`config.mk`:
```
export PLATFORM = sky130hd
export DESIGN_NAME = cp_remove
export DESIGN_NICKNAME = d
export VERILOG_FILES = /design/src/rtl/ofdm_rx_pkg.sv /design/src/rtl/axis_skid_buffer.sv /design/src/rtl/cp_remove.sv
export SDC_FILE = /design/constraint.sdc
export NUM_CORES = 1
export LEC_CHECK = 0
export CAP_MARGIN = 25
export CORE_UTILIZATION = 41
export CTS_BUF_LIST = sky130_fd_sc_hd__clkbuf_8
export CTS_CLUSTER_SIZE = 8
export DETAILED_ROUTE_END_ITERATION = 16
export PLACE_DENSITY = 0.65
export SKIP_LAST_GASP = 1
export SLEW_MARGIN = 15
export SYNTH_ARGS = -nofsm -noshare
export SYNTH_HDL_FRONTEND = slang
export SYNTH_SLANG_ARGS = --single-unit
```
`constraint.sdc`:
```
create_clock -name aclk -period 2.85 [get_ports aclk]
set_input_delay 0.57 -clock aclk [delete_from_list [all_inputs] [get_ports aclk]]
set_output_delay 0.57 -clock aclk [all_outputs]
set_load 0.05 [all_outputs]
```
`src/rtl/ofdm_rx_pkg.sv`:
```
// Shared types and widths for the OFDM receive chain.
// Includes the FFT-size saturation helper used when the CP stripper takes a configuration.
package ofdm_rx_pkg;

  localparam int DATA_W        = 32;
  localparam int NFFT_LOG2_MAX = 16;
  localparam int NFFT_LOG2_MIN = 3;
  localparam int CP_W          = 16;
  localparam int SYM_W         = 16;
  localparam int CNT_W         = NFFT_LOG2_MAX + 1;

  typedef enum logic [1:0] {
    IDLE    = 2'd0,
    SKIP_CP = 2'd1,
    PASS    = 2'd2,
    DONE    = 2'd3
  } cp_state_t;

  // Clamp log2(nfft) into the supported range, then return nfft.
  function automatic logic [CNT_W-1:0] nfft_from_log2(input logic [4:0] l2);
    logic [4:0] sat;
    if (l2 < 5'(NFFT_LOG2_MIN)) begin
      sat = 5'(NFFT_LOG2_MIN);
    end else if (l2 > 5'(NFFT_LOG2_MAX)) begin
      sat = 5'(NFFT_LOG2_MAX);
    end else begin
      sat = l2;
    end
    return {{(CNT_W-1){1'b0}}, 1'b1} << sat;
  endfunction

endpackage

```
`src/rtl/axis_skid_buffer.sv`:
```
// Two-entry AXI-stream skid buffer: registered output, and an input ready that
// depends only on local state, so out_ready never reaches in_ready combinationally.
module axis_skid_buffer #(
  parameter int W = 33
) (
  input  logic         clk,
  input  logic         rst,
  input  logic         flush,
  input  logic [W-1:0] in_data,
  input  logic         in_valid,
  output logic         in_ready,
  output logic [W-1:0] out_data,
  output logic         out_valid,
  input  logic         out_ready,
  output logic         empty
);

  logic [W-1:0] main_data_r;
  logic         main_valid_r;
  logic [W-1:0] skid_data_r;
  logic         skid_valid_r;
  logic         in_fire_s;

  assign in_ready  = !skid_valid_r;
  assign in_fire_s = in_valid && !skid_valid_r;
  assign out_data  = main_data_r;
  assign out_valid = main_valid_r;
  assign empty     = !main_valid_r && !skid_valid_r;

  // Output register refills from the skid entry first, then from the input.
  always_ff @(posedge clk) begin
    if (rst || flush) begin
      main_data_r  <= {W{1'b0}};
      main_valid_r <= 1'b0;
      skid_data_r  <= {W{1'b0}};
      skid_valid_r <= 1'b0;
    end else if (!main_valid_r || out_ready) begin
      if (skid_valid_r) begin
        main_data_r  <= skid_data_r;
        main_valid_r <= 1'b1;
        skid_valid_r <= 1'b0;
      end else if (in_fire_s) begin
        main_data_r  <= in_data;
        main_valid_r <= 1'b1;
      end else begin
        main_valid_r <= 1'b0;
      end
    end else if (in_fire_s) begin
      skid_data_r  <= in_data;
      skid_valid_r <= 1'b1;
    end else begin
      skid_valid_r <= skid_valid_r;
    end
  end

endmodule

```
`src/rtl/cp_remove.sv`:
```
// Receive-side cyclic-prefix stripper: drops cp_len samples per symbol and forwards
// nfft samples, tlast-framed, through a skid buffer to the FFT.
module cp_remove
  import ofdm_rx_pkg::*;
(
  input  logic              aclk,
  input  logic              areset,
  input  logic              config_start,
  input  logic              abort,
  input  logic [CP_W-1:0]   cp_len,
  input  logic [4:0]        nfft_log2,
  input  logic [SYM_W-1:0]  symbols,
  input  logic              continuous,
  input  logic [DATA_W-1:0] s_axis_tdata,
  input  logic              s_axis_tvalid,
  output logic              s_axis_tready,
  output logic [DATA_W-1:0] m_axis_tdata,
  output logic              m_axis_tvalid,
  input  logic              m_axis_tready,
  output logic              m_axis_tlast,
  output logic              busy,
  output logic              done,
  output logic [SYM_W-1:0]  sym_count
);

  cp_state_t         state_r, state_nx;
  logic [CP_W-1:0]   cp_len_r;
  logic [CNT_W-1:0]  nfft_m1_r;
  logic [SYM_W-1:0]  symbols_r;
  logic              cont_r;
  logic [CP_W-1:0]   skip_cnt_r;
  logic [CNT_W-1:0]  pass_cnt_r;
  logic [SYM_W-1:0]  sym_count_r;
  logic              done_r;

  logic              buf_in_ready_s;
  logic              buf_empty_s;
  logic [DATA_W:0]   buf_out_s;
  logic              s_fire_s;
  logic              m_fire_s;
  logic              skip_last_s;
  logic              pass_last_s;
  logic              finished_s;

  assign s_axis_tready = (state_r == SKIP_CP) || ((state_r == PASS) && buf_in_ready_s);
  assign s_fire_s      = s_axis_tvalid && s_axis_tready;
  assign m_fire_s      = m_axis_tvalid && m_axis_tready;
  assign skip_last_s   = (skip_cnt_r == cp_len_r - {{(CP_W-1){1'b0}}, 1'b1});
  assign pass_last_s   = (pass_cnt_r == nfft_m1_r);
  // Earlier tlast beats always leave the 2-deep stage long before the next symbol ends.
  assign finished_s    = !cont_r && (symbols_r != {SYM_W{1'b0}}) &&
                         (({1'b0, sym_count_r} + {{SYM_W{1'b0}}, 1'b1}) == {1'b0, symbols_r});

  assign busy          = (state_r != IDLE);
  assign done          = done_r;
  assign sym_count     = sym_count_r;
  assign m_axis_tdata  = buf_out_s[DATA_W-1:0];
  assign m_axis_tlast  = buf_out_s[DATA_W];

  axis_skid_buffer #(.W(DATA_W + 1)) u_out_stage (
    .clk       (aclk),
    .rst       (areset),
    .flush     (abort),
    .in_data   ({pass_last_s, s_axis_tdata}),
    .in_valid  ((state_r == PASS) && s_axis_tvalid),
    .in_ready  (buf_in_ready_s),
    .out_data  (buf_out_s),
    .out_valid (m_axis_tvalid),
    .out_ready (m_axis_tready),
    .empty     (buf_empty_s)
  );

  // State register.
  always_ff @(posedge aclk) begin
    if (areset) begin
      state_r <= IDLE;
    end else begin
      state_r <= state_nx;
    end
  end

  // Next-state logic; abort overrides everything, including a coincident config_start.
  always_comb begin
    state_nx = state_r;
    case (state_r)
      IDLE: begin
        if (config_start) begin
          state_nx = (cp_len != {CP_W{1'b0}}) ? SKIP_CP : PASS;
        end else begin
          state_nx = IDLE;
        end
      end
      SKIP_CP: begin
        if (s_fire_s && skip_last_s) begin
          state_nx = PASS;
        end else begin
          state_nx = SKIP_CP;
        end
      end
      PASS: begin
        if (s_fire_s && pass_last_s) begin
          if (finished_s) begin
            state_nx = DONE;
          end else if (cp_len_r != {CP_W{1'b0}}) begin
            state_nx = SKIP_CP;
          end else begin
            state_nx = PASS;
          end
        end else begin
          state_nx = PASS;
        end
      end
      DONE: begin
        if (buf_empty_s) begin
          state_nx = IDLE;
        end else begin
          state_nx = DONE;
        end
      end
      default: state_nx = IDLE;
    endcase
    if (abort) begin
      state_nx = IDLE;
    end else begin
      state_nx = state_nx;
    end
  end

  // Configuration capture, prefix/payload counters, symbol count and done pulse.
  always_ff @(posedge aclk) begin
    if (areset) begin
      cp_len_r    <= {CP_W{1'b0}};
      nfft_m1_r   <= {CNT_W{1'b0}};
      symbols_r   <= {SYM_W{1'b0}};
      cont_r      <= 1'b0;
      skip_cnt_r  <= {CP_W{1'b0}};
      pass_cnt_r  <= {CNT_W{1'b0}};
      sym_count_r <= {SYM_W{1'b0}};
      done_r      <= 1'b0;
    end else if (abort) begin
      skip_cnt_r  <= {CP_W{1'b0}};
      pass_cnt_r  <= {CNT_W{1'b0}};
      sym_count_r <= {SYM_W{1'b0}};
      done_r      <= 1'b0;
    end else begin
      done_r <= (state_r == DONE) && buf_empty_s;
      if (state_r == IDLE && config_start) begin
        cp_len_r    <= cp_len;
        nfft_m1_r   <= nfft_from_log2(nfft_log2) - {{(CNT_W-1){1'b0}}, 1'b1};
        symbols_r   <= symbols;
        cont_r      <= continuous;
        skip_cnt_r  <= {CP_W{1'b0}};
        pass_cnt_r  <= {CNT_W{1'b0}};
        sym_count_r <= {SYM_W{1'b0}};
      end else begin
        if (state_r == SKIP_CP && s_fire_s) begin
          skip_cnt_r <= skip_last_s ? {CP_W{1'b0}} : skip_cnt_r + {{(CP_W-1){1'b0}}, 1'b1};
        end
        if (state_r == PASS && s_fire_s) begin
          pass_cnt_r <= pass_last_s ? {CNT_W{1'b0}} : pass_cnt_r + {{(CNT_W-1){1'b0}}, 1'b1};
        end
        if (m_fire_s && m_axis_tlast && (sym_count_r != {SYM_W{1'b1}})) begin
          sym_count_r <= sym_count_r + {{(SYM_W-1){1'b0}}, 1'b1};
        end
      end
    end
  end

endmodule

```
# Word-level counts from Yosys, hierarchy flattened
# Cells that the tools add are included.
totals:
  reg_bits: 170
  output_inout_bits: 53
classes:
  addsub: 6
  n_lt_le_gt_ge: 2
  eq_ne: 7
  shift: 1
  mux: 19
  bitwise: 2
  n_reduce_logical: 34
ops:
  columns: ["cell", "n"]
  rows:
  - ["33-bit two-way mux", 2]
  - ["16-bit nonzero test", 3]
  - ["16-bit by 1-bit adder with 16-bit output (second input constant)", 2]
  - ["5-bit two-way mux", 5]
  - ["16-bit by 1-bit adder with 17-bit output (second input constant)", 1]
  - ["17-bit by 1-bit adder with 17-bit output (second input constant)", 1]
  - ["17-bit by 16-bit equality test with 1-bit output", 1]
  - ["17-bit equality test", 1]
  - ["17-bit two-way mux", 1]
  - ["1-bit by 5-bit << shifter with 17-bit output (first input constant)", 1]
  - ["17-bit by 1-bit subtractor with 17-bit output (second input constant)", 1]
  - ["16-bit equality test", 1]
  - ["1-bit logical AND", 16]
  - ["16-bit two-way mux", 1]
  - ["16-bit != test (second input constant)", 1]
  - ["16-bit by 1-bit subtractor with 16-bit output (second input constant)", 1]
  - ["2-bit two-way mux", 7]
  - ["2-bit case mux with 4 select lines", 1]
  - ["2-bit AND reduction", 3]
  - ["5-bit greater-than comparator (second input constant)", 1]
  - ["5-bit by 2-bit < comparator with 1-bit output (second input constant)", 1]
  - ["2-bit equality test (second input constant)", 2]
  - ["2-bit nonzero test", 2]
  - ["2-bit OR reduction", 2]
  - ["7 further kinds", 13]

# Logic depth before layout (Yosys ltp)
logic_depth:
  ltp_word: 8
  mapped_depth: 11

# By module
# A second synthesis with hierarchy kept.
hier_totals:
  hier_cells: 1023
  area_unflattened_um2: 8577.0
by_module_without_submodules:
  columns: ["mod", "instances", "cells_each", "area_each_um2", "seq_area_each_um2"]
  rows:
  - ["cp_remove", 1, 714, 5662.9, 2042.0]
  - ["axis_skid_buffer", 1, 309, 2914.0, 1361.3]

# Least setup slack after synthesis
# Ideal clock, no wire load.
synth_timing:
  kind: "reg2reg"
  startpoint: "reg sym_count_r[0], in the netlist sym_count[0]"
  endpoint: "reg state_r[0]"
  setup_ns: 0.074
  arrival_ns: 2.670
  required_ns: 2.776
  slack_ns: 0.105
  path_stages_with_launch: 11
  period_less_slack_ns: 2.745
  cell_sequence: "dfxtp_1 -> ha_1 -> nand2_1 -> or2_0 -> buf_6 -> a211oi_2 -> a21oi_1 -> a2111oi_2 -> nand4b_1 -> a311o_1 -> o21ai_0"
synth_via:
  elab_chain_len: 6
synth_lines:
  columns: ["element", "line", "rtl"]
  rows:
  - ["start: declaration", "cp_remove.sv:33", "logic [SYM_W-1:0] sym_count_r;"]
  - ["start signal: assignment", "cp_remove.sv:138", "sym_count_r <= {SYM_W{1'b0}};"]
  - ["start signal: assignment", "cp_remove.sv:143", "sym_count_r <= {SYM_W{1'b0}};"]
  - ["start signal: assignment", "cp_remove.sv:154", "sym_count_r <= {SYM_W{1'b0}};"]
  - ["16-bit by 1-bit adder with 17-bit output", "cp_remove.sv:52", "(({1'b0, sym_count_r} + {{SYM_W{1'b0}}, 1'b1}) == {1'b0, symbols_r});"]
  - ["17-bit by 16-bit equality test with 1-bit output", "cp_remove.sv:52", null]
  - ["1-bit logical AND", "cp_remove.sv:51", "assign finished_s = !cont_r && (symbols_r != {SYM_W{1'b0}}) &&"]
  - ["2-bit two-way mux", "cp_remove.sv:102", "if (finished_s) begin"]
  - ["2-bit two-way mux", "cp_remove.sv:101", "if (s_fire_s && pass_last_s) begin"]
  - ["2-bit case mux with 4 select lines", "cp_remove.sv:85", "case (state_r)"]
  - ["end signal: assignment", "cp_remove.sv:78", "state_r <= state_nx;"]
  - ["end: declaration", "cp_remove.sv:26", "cp_state_t state_r, state_nx;"]
# Every way passes these cells.
# A chain may end at the register's enable or synchronous reset.

# Worst setup path in the final report
layout_timing:
  startpoint: "reg sym_count_r[1], in the netlist sym_count[1]"
  endpoint: "reg sym_count_r[12], in the netlist sym_count[12]"
layout_via:
  elab_chain_len: 2
  elab_cells_between_ends: 3
  cone_classes: "1 x add/sub; 1 x eq/ne; 1 x reduce/logical"
layout_lines:
  columns: ["element"]
  rows:
  - ["parallel branches: the longest is 2 deep, another holds 16-bit by 1-bit adder with 16-bit output"]
# Several ways; the timed one is not identified.

==> run_summary.xml <==
<?xml version="1.0" encoding="UTF-8"?>
<metrics>
  <group name="sta">
    <metric name="final_hold_viol_count" unit="">0</metric>
    <metric name="period_needed" unit="ns">2.63</metric>
    <metric name="max_transition_margin" unit="">0.499</metric>
    <metric name="final_setup_violation_count" unit="">0</metric>
    <metric name="worst_slew_pin_slew" unit="ns">0.752</metric>
    <metric name="timing.fmax" unit="MHz">380</metric>
    <metric name="timing.clock.skew" unit="ns">0.0188</metric>
    <metric name="maxSlewViolCount" unit="">0</metric>
    <metric name="rsz0062_at_grt" unit="">no</metric>
    <metric name="min_period_over_period" unit="">0.924</metric>
    <metric name="setup-tns-final" unit="ns">0</metric>
    <metric name="final.hold.worst_slack" unit="ns">0.448</metric>
  </group>
  <group name="global_route">
    <metric name="groute.usage.overall" unit="">0.201</metric>
    <metric name="antenna_found_initial" unit="">2</metric>
    <metric name="first_global_vias" unit="">6523</metric>
    <metric name="grt.overflow.total" unit="">0</metric>
    <metric name="grt_start_max_net_pins" unit="">70</metric>
    <metric name="wire_length_of_the_first_global_routing_pass" unit="µm">32800</metric>
  </group>
  <group name="logic_synthesis">
    <metric name="avgSynthCellArea" unit="µm²">8.11</metric>
    <metric name="yosysSeqAreaShare" unit="">0.418</metric>
    <metric name="async_flop_share" unit="">0</metric>
    <metric name="most_frequent_cells_after_synthesis" unit="">nand2_1 (174), dfxtp_1 (170), nor2_1 (126)</metric>
    <metric name="ys_seq_elements" unit="">170</metric>
    <metric name="most_frequent_cell_after_synthesis" unit="">nand2_1</metric>
    <metric name="yosysWarnings" unit="">0</metric>
    <metric name="dominant_register_cell_in_the_synthesized_netlist" unit="">dfxtp_1</metric>
    <metric name="synth_largest_area_cell" unit="">dfxtp_1</metric>
    <metric name="synth_cell_types" unit="">63</metric>
    <metric name="synthesis.instances" unit="">1004</metric>
    <metric name="mappedNetlistArea" unit="mm²">0.00815</metric>
    <metric name="count_of_flip_flops_with_a_built_in_enable_after_synthesis" unit="">0</metric>
    <metric name="yosys-top-cells-area" unit="">dfxtp_1 (42%), nand2_1 (8.0%), nor2_1 (5.8%)</metric>
    <metric name="yosysTopAreaCellShare" unit="">0.418</metric>
  </group>
  <group name="routing">
    <metric name="drcViolationCount" unit="">0</metric>
    <metric name="route.detailed.wl_per_inst" unit="µm">14.3</metric>
    <metric name="drt-total-wl" unit="µm">19800</metric>
    <metric name="vias_per_cell" unit="">5.07</metric>
    <metric name="route.vias.total" unit="">7041</metric>
    <metric name="drtIter0Drc" unit="">335</metric>
    <metric name="firstDrtPassIters" unit="">4</metric>
    <metric name="route.antenna.remaining_nets" unit="">0</metric>
  </group>
  <group name="floorplan">
    <metric name="rows" unit="">51</metric>
    <metric name="pin_count" unit="">129</metric>
    <metric name="fp.dieArea" unit="mm²">0.0204</metric>
    <metric name="core-area" unit="mm²">0.0195</metric>
    <metric name="chipWidth" unit="µm">143</metric>
    <metric name="initial_cell_density_of_the_core" unit="">0.419</metric>
    <metric name="dieHeight" unit="µm">143</metric>
  </group>
  <group name="setup_path">
    <metric name="startpoint" unit="">sym_count[1]$_SDFFE_PP0P_</metric>
    <metric name="worst_ep_arrival" unit="ns">2.99</metric>
    <metric name="r2r_path_end" unit="">sym_count[12]$_SDFFE_PP0P_</metric>
    <metric name="setup.worst_path.class" unit="">register to register</metric>
    <metric name="r2r_cells" unit="">11</metric>
    <metric name="crit_path_end_kind" unit="">register</metric>
    <metric name="r2r_start" unit="">sym_count[1]$_SDFFE_PP0P_</metric>
    <metric name="timing.critical_path.fanout_max" unit="">8</metric>
    <metric name="critical_path_required" unit="ns">3.20</metric>
    <metric name="timing.critical_path.from_type" unit="">register</metric>
    <metric name="worst-r2r-setup-slack" unit="ns">0.22</metric>
  </group>
  <group name="power">
    <metric name="clock_power_share" unit="">0.386</metric>
    <metric name="cell_internal_pwr" unit="mW">3.48</metric>
    <metric name="power_leakage" unit="nW">3.35</metric>
    <metric name="powerDensity" unit="mW/mm²">470</metric>
    <metric name="switching_share" unit="">0.272</metric>
    <metric name="combinationalPowerShare" unit="">0.100</metric>
    <metric name="power.ir.vdd_worst" unit="µV">298</metric>
    <metric name="seq_power_share" unit="">0.513</metric>
    <metric name="switching_power" unit="mW">1.30</metric>
  </group>
  <group name="placed_design">
    <metric name="io_buffer_count" unit="">128</metric>
    <metric name="placed_instance_area" unit="mm²">0.00971</metric>
    <metric name="globalplace.congestion" unit="">0.871</metric>
    <metric name="hpwlAfterDp" unit="µm">13900</metric>
  </group>
  <group name="status">
    <metric name="run_status" unit="">finished, final reports clean</metric>
  </group>
  <group name="worst_hold_path">
    <metric name="hp-start" unit="">areset</metric>
    <metric name="hold_crit_path_type" unit="">input port to register</metric>
    <metric name="whs_path_depth" unit="">3</metric>
    <metric name="holdPathEnd" unit="">state_r[0]$_SDFF_PP0_</metric>
  </group>
  <group name="final_layout">
    <metric name="flow.area_growth_from_synthesis" unit="%">24.9</metric>
    <metric name="post_route_cells_drive_above_1_share" unit="">0.0677</metric>
    <metric name="final_stage_net_count" unit="">1192</metric>
    <metric name="layout.cell_area.non_filler" unit="mm²">0.0102</metric>
  </group>
  <group name="clock_tree">
    <metric name="tritoncts" unit="">done</metric>
    <metric name="cts_hold_repair.buffers" unit="">0</metric>
    <metric name="max-clock-path-buffers" unit="">2</metric>
    <metric name="clock_pin_slew_reported_for_the_worst_setup_and_hold_paths_after_clock_tree_synthesis" unit="ns">0.10</metric>
    <metric name="cts.sinks" unit="">170</metric>
    <metric name="worst_skew_pair.late_latency" unit="ns">0.48</metric>
    <metric name="cts_made_buffers" unit="">17</metric>
    <metric name="clk_root_buffer_cell" unit="">clkbuf_8</metric>
    <metric name="htree_num_levels" unit="">4</metric>
  </group>
  <group name="flow_run">
    <metric name="cap_violations" unit="">0</metric>
  </group>
</metrics>
==> power groups by stage <==
stage | Combinational, mW | Clock (mW) | Sequential (mW)
6_report | 0.481 | 1.85 | 2.46
5_1_grt | 0.535 | 1.99 | 2.46
3_3_place_gp | 0.472 | 0 | 2.51
4_1_cts | 0.476 | 1.90 | 2.46
3_5_place_dp | 0.473 | 0 | 2.51
2_1_floorplan | 0.292 | 0 | 2.49
==> what timing repair did <==
item	CTS	global route
resized for setup	0	2
buffers inserted	0	1
endpoints found under the setup margin	0	17
==> metrics by stage <==
stage          total power [mW]  setup WS (ns)   util  instances
2_1_floorplan              2.78          0.105      -       1005
3_3_place_gp               2.98          0.217  0.499       1355
3_5_place_dp               2.98          0.194  0.499       1355
4_1_cts                    4.83         0.0669  0.521       1387
5_1_grt                    4.99         0.0541  0.522       1388
6_report                   4.79          0.218  0.523       1390
==> cell families (layout without fill, tap and decap cells) <==
logic type	Yosys count	count (layout)	share of synthesized area
other	1	4	0.000460
adders and majority gates	6	6	0.00922
DFF	170	170	0.418
and+or+nand+nor	435	435	0.245
buffers and inverters	82	200	0.0404
xor gates and xnor gates	99	99	0.106
AOI/OAI and AO/OA	175	175	0.136
muxes	36	36	0.0444
==> sequential cells by signal, summed over array words and instances, names as in the netlist <==
name / cells
u_out_stage.out_data: 33
u_out_stage.out_valid: 1
nfft_m1_r: 17
skip_cnt_r: 16
u_out_stage.skid_data_r: 33
symbols_r: 16
cp_len_r: 16
pass_cnt_r: 17
sym_count: 16
cont_r: 1
u_out_stage.skid_valid_r: 1
done: 1
state_r: 2
==> worst max-delay path by stage <==
stage / cells after the start / slack, ns / to
after global placement: 9 / 0.22 / pass_cnt_r[16]$_SDFFE_PP0P_
final: 11 / 0.22 / sym_count[12]$_SDFFE_PP0P_
after CTS: 3 / 0.07 / s_axis_tready
after floorplan: 10 / 0.11 / state_r[0]$_SDFF_PP0_
after detailed placement: 10 / 0.19 / skip_cnt_r[13]$_SDFFE_PP0P_
after global routing: 9 / 0.05 / state_r[0]$_SDFF_PP0_
==> cells in the final DEF (no fill, tap or decap), drive strengths merged, types with 3 or more instances in the layout <==
cell,Yosys,layout
nor2,126,126
a31oi,4,4
a211oi,41,41
nor3b,3,3
and2,4,4
nor3,22,22
mux2i,35,35
nand4b,3,3
xnor2,52,52
dfxtp,170,170
nand2,174,174
nand3,21,21
nor4,19,19
nand4,22,22
buf,15,26
a21oi,86,86
or3,6,6
inv,15,24
xor2,47,47
o211ai,4,4
nand3b,4,4
a311oi,7,7
clkinv,0,3
and3,9,9
nor2b,9,9
clkbuf,52,17
o21ai,13,13
o31ai,3,3
clkdlybuf4s50,0,126
or2,4,4
ha,6,6
or4,3,3
==> worst max-delay path, cell delays in order, from the launching register on <==
cell,delay [ns]
dfxtp_1,0.44
ha_1,0.30
nand2_1,0.13
or2_0,0.25
buf_4,0.18
nor3_1,0.31
nand4b_1,0.26
buf_4,0.19
nor3_1,0.07
and3_1,0.20
xnor2_1,0.13
nor2_1,0.05
==> cell type report <==
type | count | area (µm²)
antenna | 2 | 5.00
clock buffer | 17 | 234
clock inverter | 15 | 195
fill | 1872 | 9290
inverter | 15 | 56.3
multi-input combinational | 753 | 4440
sequential | 170 | 3400
tap | 265 | 332
timing repair buffer | 153 | 1500
==> per-layer routing <==
layer  global-route usage  wire length, µm  vias up
li1                     -                -     3661
met1                0.266             9640     3246
met2                0.326             9200      115
met3               0.0459              752       19
met4               0.0583              238        0
met5                    0                0        -
Power figures use the tool's default switching activity.
